### src/rtl/block_fetch.sv
// block_fetch: reads the image RAM in 8x8 block order and streams it out as 8-bit pixels
module block_fetch #(
   parameter int DATA_WIDTH = 32,
   parameter int ADDR_WIDTH = 16,
   parameter int IMG_W      = 512,
   parameter int IMG_H      = 512
) (
   input  logic                  clk,
   input  logic                  rst_n,
   input  logic                  start,
   output logic [ADDR_WIDTH-1:0] read_addr,
   input  logic [DATA_WIDTH-1:0] q,
   output logic [7:0]            pix_data,
   output logic                  pix_valid,
   input  logic                  pix_ready,
   output logic                  blk_first,
   output logic                  blk_last,
   output logic                  busy,
   output logic                  frame_done
);
   localparam int WPR = IMG_W / 4;
   localparam int NBX = IMG_W / 8;
   localparam int NBY = IMG_H / 8;
   localparam int XW  = $clog2(NBX + 1);
   localparam int YW  = $clog2(NBY + 1);
   localparam logic [ADDR_WIDTH-1:0] ROW_STEP = ADDR_WIDTH'(WPR - 1);
   localparam logic [ADDR_WIDTH-1:0] BLK_BACK = ADDR_WIDTH'(7 * WPR - 1);

   typedef enum logic [1:0] {IDLE, FETCH, DRAIN} state_t;

   state_t                state;
   logic [ADDR_WIDTH-1:0] naddr;
   logic                  wsel;
   logic [2:0]            row;
   logic [XW-1:0]         bx;
   logic [YW-1:0]         by;
   logic                  pend1, pend2;
   logic [DATA_WIDTH-1:0] wbuf [2];
   logic [DATA_WIDTH-1:0] head;
   logic                  hd, tl;
   logic [1:0]            cnt;
   logic [1:0]            pidx;
   logic [5:0]            pcnt;
   logic                  go, last_word, issue, accept, pop, push, final_px;

   assign go        = state == IDLE && start && !frame_done;
   assign last_word = wsel && row == 3'd7 && bx == XW'(NBX - 1) && by == YW'(NBY - 1);
   assign issue     = go || (state == FETCH && (3'(cnt) + 3'(pend1) + 3'(pend2)) < 3'd2);
   assign push      = pend2;
   assign pix_valid = cnt != 2'd0;
   assign accept    = pix_valid && pix_ready;
   assign pop       = accept && pidx == 2'd3;
   assign final_px  = state == DRAIN && pop && cnt == 2'd1 && !pend1 && !pend2;
   assign head      = wbuf[hd] << {pidx, 3'b000};
   assign pix_data  = head[DATA_WIDTH-1 -: 8];
   assign blk_first = pix_valid && pcnt == 6'd0;
   assign blk_last  = pix_valid && pcnt == 6'd63;

   // frame sequencing, block-order address walk and read-latency tracking
   always_ff @(posedge clk or negedge rst_n) begin
      if (!rst_n) begin
         state      <= IDLE;
         busy       <= 1'b0;
         frame_done <= 1'b0;
         read_addr  <= '0;
         naddr      <= '0;
         wsel       <= 1'b0;
         row        <= '0;
         bx         <= '0;
         by         <= '0;
         pend1      <= 1'b0;
         pend2      <= 1'b0;
      end else begin
         pend1      <= issue;
         pend2      <= pend1;
         frame_done <= final_px;
         if (issue) begin
            read_addr <= naddr;
            wsel      <= !wsel;
            if (last_word) begin
               naddr <= '0;
               row   <= '0;
               bx    <= '0;
               by    <= '0;
            end else if (!wsel) begin
               naddr <= naddr + ADDR_WIDTH'(1);
            end else if (row != 3'd7) begin
               naddr <= naddr + ROW_STEP;
               row   <= row + 3'd1;
            end else if (bx != XW'(NBX - 1)) begin
               naddr <= naddr - BLK_BACK;
               row   <= '0;
               bx    <= bx + XW'(1);
            end else begin
               naddr <= naddr + ADDR_WIDTH'(1);
               row   <= '0;
               bx    <= '0;
               by    <= by + YW'(1);
            end
         end
         case (state)
            IDLE:    if (go) begin
                        state <= FETCH;
                        busy  <= 1'b1;
                     end
            FETCH:   if (issue && last_word) state <= DRAIN;
            DRAIN:   if (final_px) begin
                        state <= IDLE;
                        busy  <= 1'b0;
                     end
            default: state <= IDLE;
         endcase
      end
   end

   // two-word buffer filled from the RAM pipe and drained four pixels per word
   always_ff @(posedge clk or negedge rst_n) begin
      if (!rst_n) begin
         wbuf[0] <= '0;
         wbuf[1] <= '0;
         hd      <= 1'b0;
         tl      <= 1'b0;
         cnt     <= '0;
         pidx    <= '0;
         pcnt    <= '0;
      end else begin
         if (push) begin
            wbuf[tl] <= q;
            tl       <= !tl;
         end
         if (pop) hd <= !hd;
         cnt <= cnt + 2'(push) - 2'(pop);
         if (accept) begin
            pidx <= pidx + 2'd1;
            pcnt <= pcnt + 6'd1;
         end
      end
   end
endmodule

### config.mk
export PLATFORM = sky130hd
export DESIGN_NAME = block_fetch
export DESIGN_NICKNAME = d
export VERILOG_FILES = /design/src/rtl/block_fetch.sv
export SDC_FILE = /design/constraint.sdc
export NUM_CORES = 1
export LEC_CHECK = 0
export ABC_AREA = 1
export BUFFER_PORTS_ARGS = -buffer_cell sky130_fd_sc_hd__buf_2
export CAP_MARGIN = 20
export CORE_MARGIN = 5
export CORE_UTILIZATION = 39
export DETAILED_ROUTE_END_ITERATION = 16
export GPL_TIMING_DRIVEN = 1
export PLACE_DENSITY_LB_ADDON = 0.12
export SLEW_MARGIN = 20
export SYNTH_ARGS = -nofsm -noshare
export SYNTH_HDL_FRONTEND = slang
export SYNTH_SLANG_ARGS = --single-unit
### constraint.sdc
create_clock -name clk -period 2.7 [get_ports clk]
set_clock_uncertainty 0.05 [all_clocks]
set_input_delay 0.27 -clock clk [delete_from_list [all_inputs] [get_ports clk]]
set_output_delay 0.27 -clock clk [all_outputs]
set_load 0.01 [all_outputs]
==> metrics.txt <==
antenna cell count=0; number of enable flip-flop cells after synthesis=0; sequence of cells on the critical path=inv_1, o21ai_0, o22ai_1, nor2_1, a31oi_1, buf_2; Routed wire per std cell=14.55 um; final period demand of the worst path=about 2.4 ns; CTS tree=built; number of cells on the worst hold path=3; DRC viols=0; remaining max-slew budget at the tightest pin=0.4876; total overflow reported by the global router=0; HPWL after detailed placement=between 10000 and 15000 um; dominant cell by count in the synthesized netlist=nand2_1; areal power density over the cells=1239 nW/um2; highest clock frequency the design can meet=roughly 420 MHz; PnR Total Power=10.05 mW; width of the chip=roughly 140 um; Inserted Clock Buffers=17; total leakage power=approximately 4.2 nW; cts hold-fix bufs=1; number of buffers and inverters on the critical path=2; area of the core region=between 15000 and 20000 um2; transition time at the pin with the least slew margin=between 0.7 and 0.8 ns; post-placement setup slack=about 0.56 ns; post-synthesis instance area=6938 um2; dominant cells by area after synthesis=dfrtp_1, nand2_1, o21ai_0; type of the most critical hold path=input pin to flop; mean area per synthesized cell=7.658 um2; die outline area=20560 um2; number of failing setup endpoints in the final timing report=0; clock latency on the worst-skew pair=approximately 0.42 ns; unrepaired setup endpoints after global routing=false; sinks on the clock net=about 130; arrival time worst endpoint=between 2 and 2.5 ns; post-route fraction of the period consumed by the critical path=0.8738; number of optimization iterations in the first detailed-route pass=5; remaining number of nets flagged by the antenna check after routing=0; length in cells of the worst reg-to-reg path=11; Crit Path Category=flop to output port; Worst IR Drop VDD=0.9351 mV; DIE HEIGHT=143.4 um; hold_sp=q[23]; Nets=about 1000; share of post-route cells with drive strength above 1=0.1407; reg-to-reg slack, setup=between 0.5 and 0.6 ns; CP max stage delay=a little under 0.4 ns; clk root buf=clkbuf_16; asr flop ratio synth=1.000; list of most frequent post-synthesis cells=nand2_1, o21ai_0, dfrtp_1; status=finished, final reports clean; count of final max-slew check failures=0; via count of the first global-routing pass=roughly 5800; slowest stage cell, crit path=inv_1; final WL=~18000 um; number of placement rows=between 40 and 50; number of synthesized register bits=between 100 and 150; maximum number of pins on one net before global-route repair=81; yosys synthesis warning count=0; CTS H-tree depth=4; Synth Instances=906; Post-CTS Setup Inserts=0; Crit Path Max Fanout=13; area grow syn2layout=16.90%; number of violations reported at the end of detailed-routing iteration 0=~420; Final Non-Filler Cells=1206; Setup crit end kind=output port; worst-case setup margin in the final layout=around 0.34 ns; count of input and output buffers=64; Layout Utilization=0.4673; Ports=65; routed vias/inst=between 4 and 5; reg-to-reg startpoint=row[0]; area share of the largest cell type after synthesis=0.4761; Bufs on Longest Clock Path=2; Seq/Total Area, Yosys=0.4761; number of antenna violations at the first check in global routing=0; reg-to-reg endpoint=naddr[13]; clock slew seen by the registers of the worst setup and hold paths=0.06 ns; number of placed instances, taps included=around 1200; cell class contributing the biggest share of worst-path delay=compound AO/OA/AOI/OAI gates; total number of vias=approximately 6000; cell type contributing the most total cell area after synthesis=dfrtp_1; global-route wire length before repair=~30000 um; library cells used by synthesis=35; Final Wtd Congestion=0.8657; Overall Global Routing Usage=0.1796; net count after synthesis=954; Initial Utilization=0.3997; Worst Setup Start Kind=flop; number of gates resized after CTS=0; hold worst-path end=wbuf[23]; worst endpoint required time=2.38 ns; total of max-cap violations=0; total count of hold-check failures in the final report=0; Post-synth top flop=dfrtp_1; final total negative setup slack=0 ns
-- where the power goes --
| part | switching (mW) | internal, mW |
|---|---|---|
| Clock | 0.896 | 1.42 |
| Combinational | 2.73 | 1.52 |
| Sequential | 0.643 | 2.85 |
-- area by class of cell --
cell class	count	area [um2]
tap	225	281.5
inverter	106	405.4
clock inverter	10	123.9
timing repair buffer	80	474.2
fill	1788	9246
sequential	132	3303
multi-input combinational	631	3058
clock buffer	22	464.2
-- metal layers --
metal / vias to the layer above / global-route usage / share of wire
li1: 3049 / - / -
met1: 2791 / 0.2506 / 0.49
met2: 125 / 0.2838 / 0.45
met3: 17 / 0.03860 / 0.049
met4: 0 / 0.05055 / 0.010
met5: - / 0 / 0
-- worst min-delay path, stage by stage --
cell     delay, ns
buf_2         0.10
inv_1         0.05
o21ai_0       0.07
-- metrics by stage --
step / hold slack (ns) / area, um2
floorplan: -0.07559 / 6938
global placement: 0.3262 / 7492
detailed placement: 0.3294 / 7492
CTS: 0.05853 / 8090
global route: 0.07367 / 8110
finish: 0.07544 / 8110
-- kinds of logic after synthesis --
kind of cell / Yosys count / synth area share
adder cells (fa/ha/maj): 12 / 0.02164
AO/OA/AOI/OAI: 182 / 0.1378
flip-flops: 132 / 0.4761
AND/OR/NAND/NOR: 419 / 0.2583
XOR/XNOR: 18 / 0.02272
buffers and inverters: 143 / 0.08350
-- registers in the layout, indices dropped and copies added (netlist names), 2 cells and up --
register and flops:
row 3, cnt 2, read_addr 16, wbuf 64, pidx 2, bx 7
naddr 16, pcnt 6, by 7, state 2
-- how the worst max path moves through the flow --
stage | endpoint | depth (start not counted) | from | slack (ns)
after floorplan | cnt[1] | 11 | cnt[0] | 0.76
after global placement | naddr[13] | 11 | row[0] | 0.61
after CTS | pix_data[3] | 6 | pidx[0] | 0.31
after detailed placement | naddr[13] | 11 | row[0] | 0.56
final | pix_data[6] | 6 | pidx[0] | 0.34
after global routing | pix_data[3] | 6 | pidx[0] | 0.16
-- cells in the final DEF (no fill, tap or decap), types with 2 or more instances in the layout --
master / n
nor2_1: 97
nor3_1: 8
inv_6: 2
nand2_4: 3
o21ai_1: 4
buf_12: 2
clkbuf_8: 2
dfrtp_1: 132
xnor2_1: 2
inv_2: 6
clkbuf_1: 3
buf_2: 63
or2_2: 2
nor2_2: 11
o21ai_0: 133
o31ai_1: 3
nand2_2: 2
a21oi_1: 20
bufinv_16: 2
clkbuf_16: 17
nand4_1: 13
inv_1: 97
clkinvlp_4: 2
o211ai_1: 4
buf_4: 13
a31oi_1: 8
xor2_1: 16
o22ai_1: 8
nand3_1: 64
ha_1: 12
clkinv_4: 4
nand2_1: 214
Note: power is estimated with default switching activity, not from simulation.
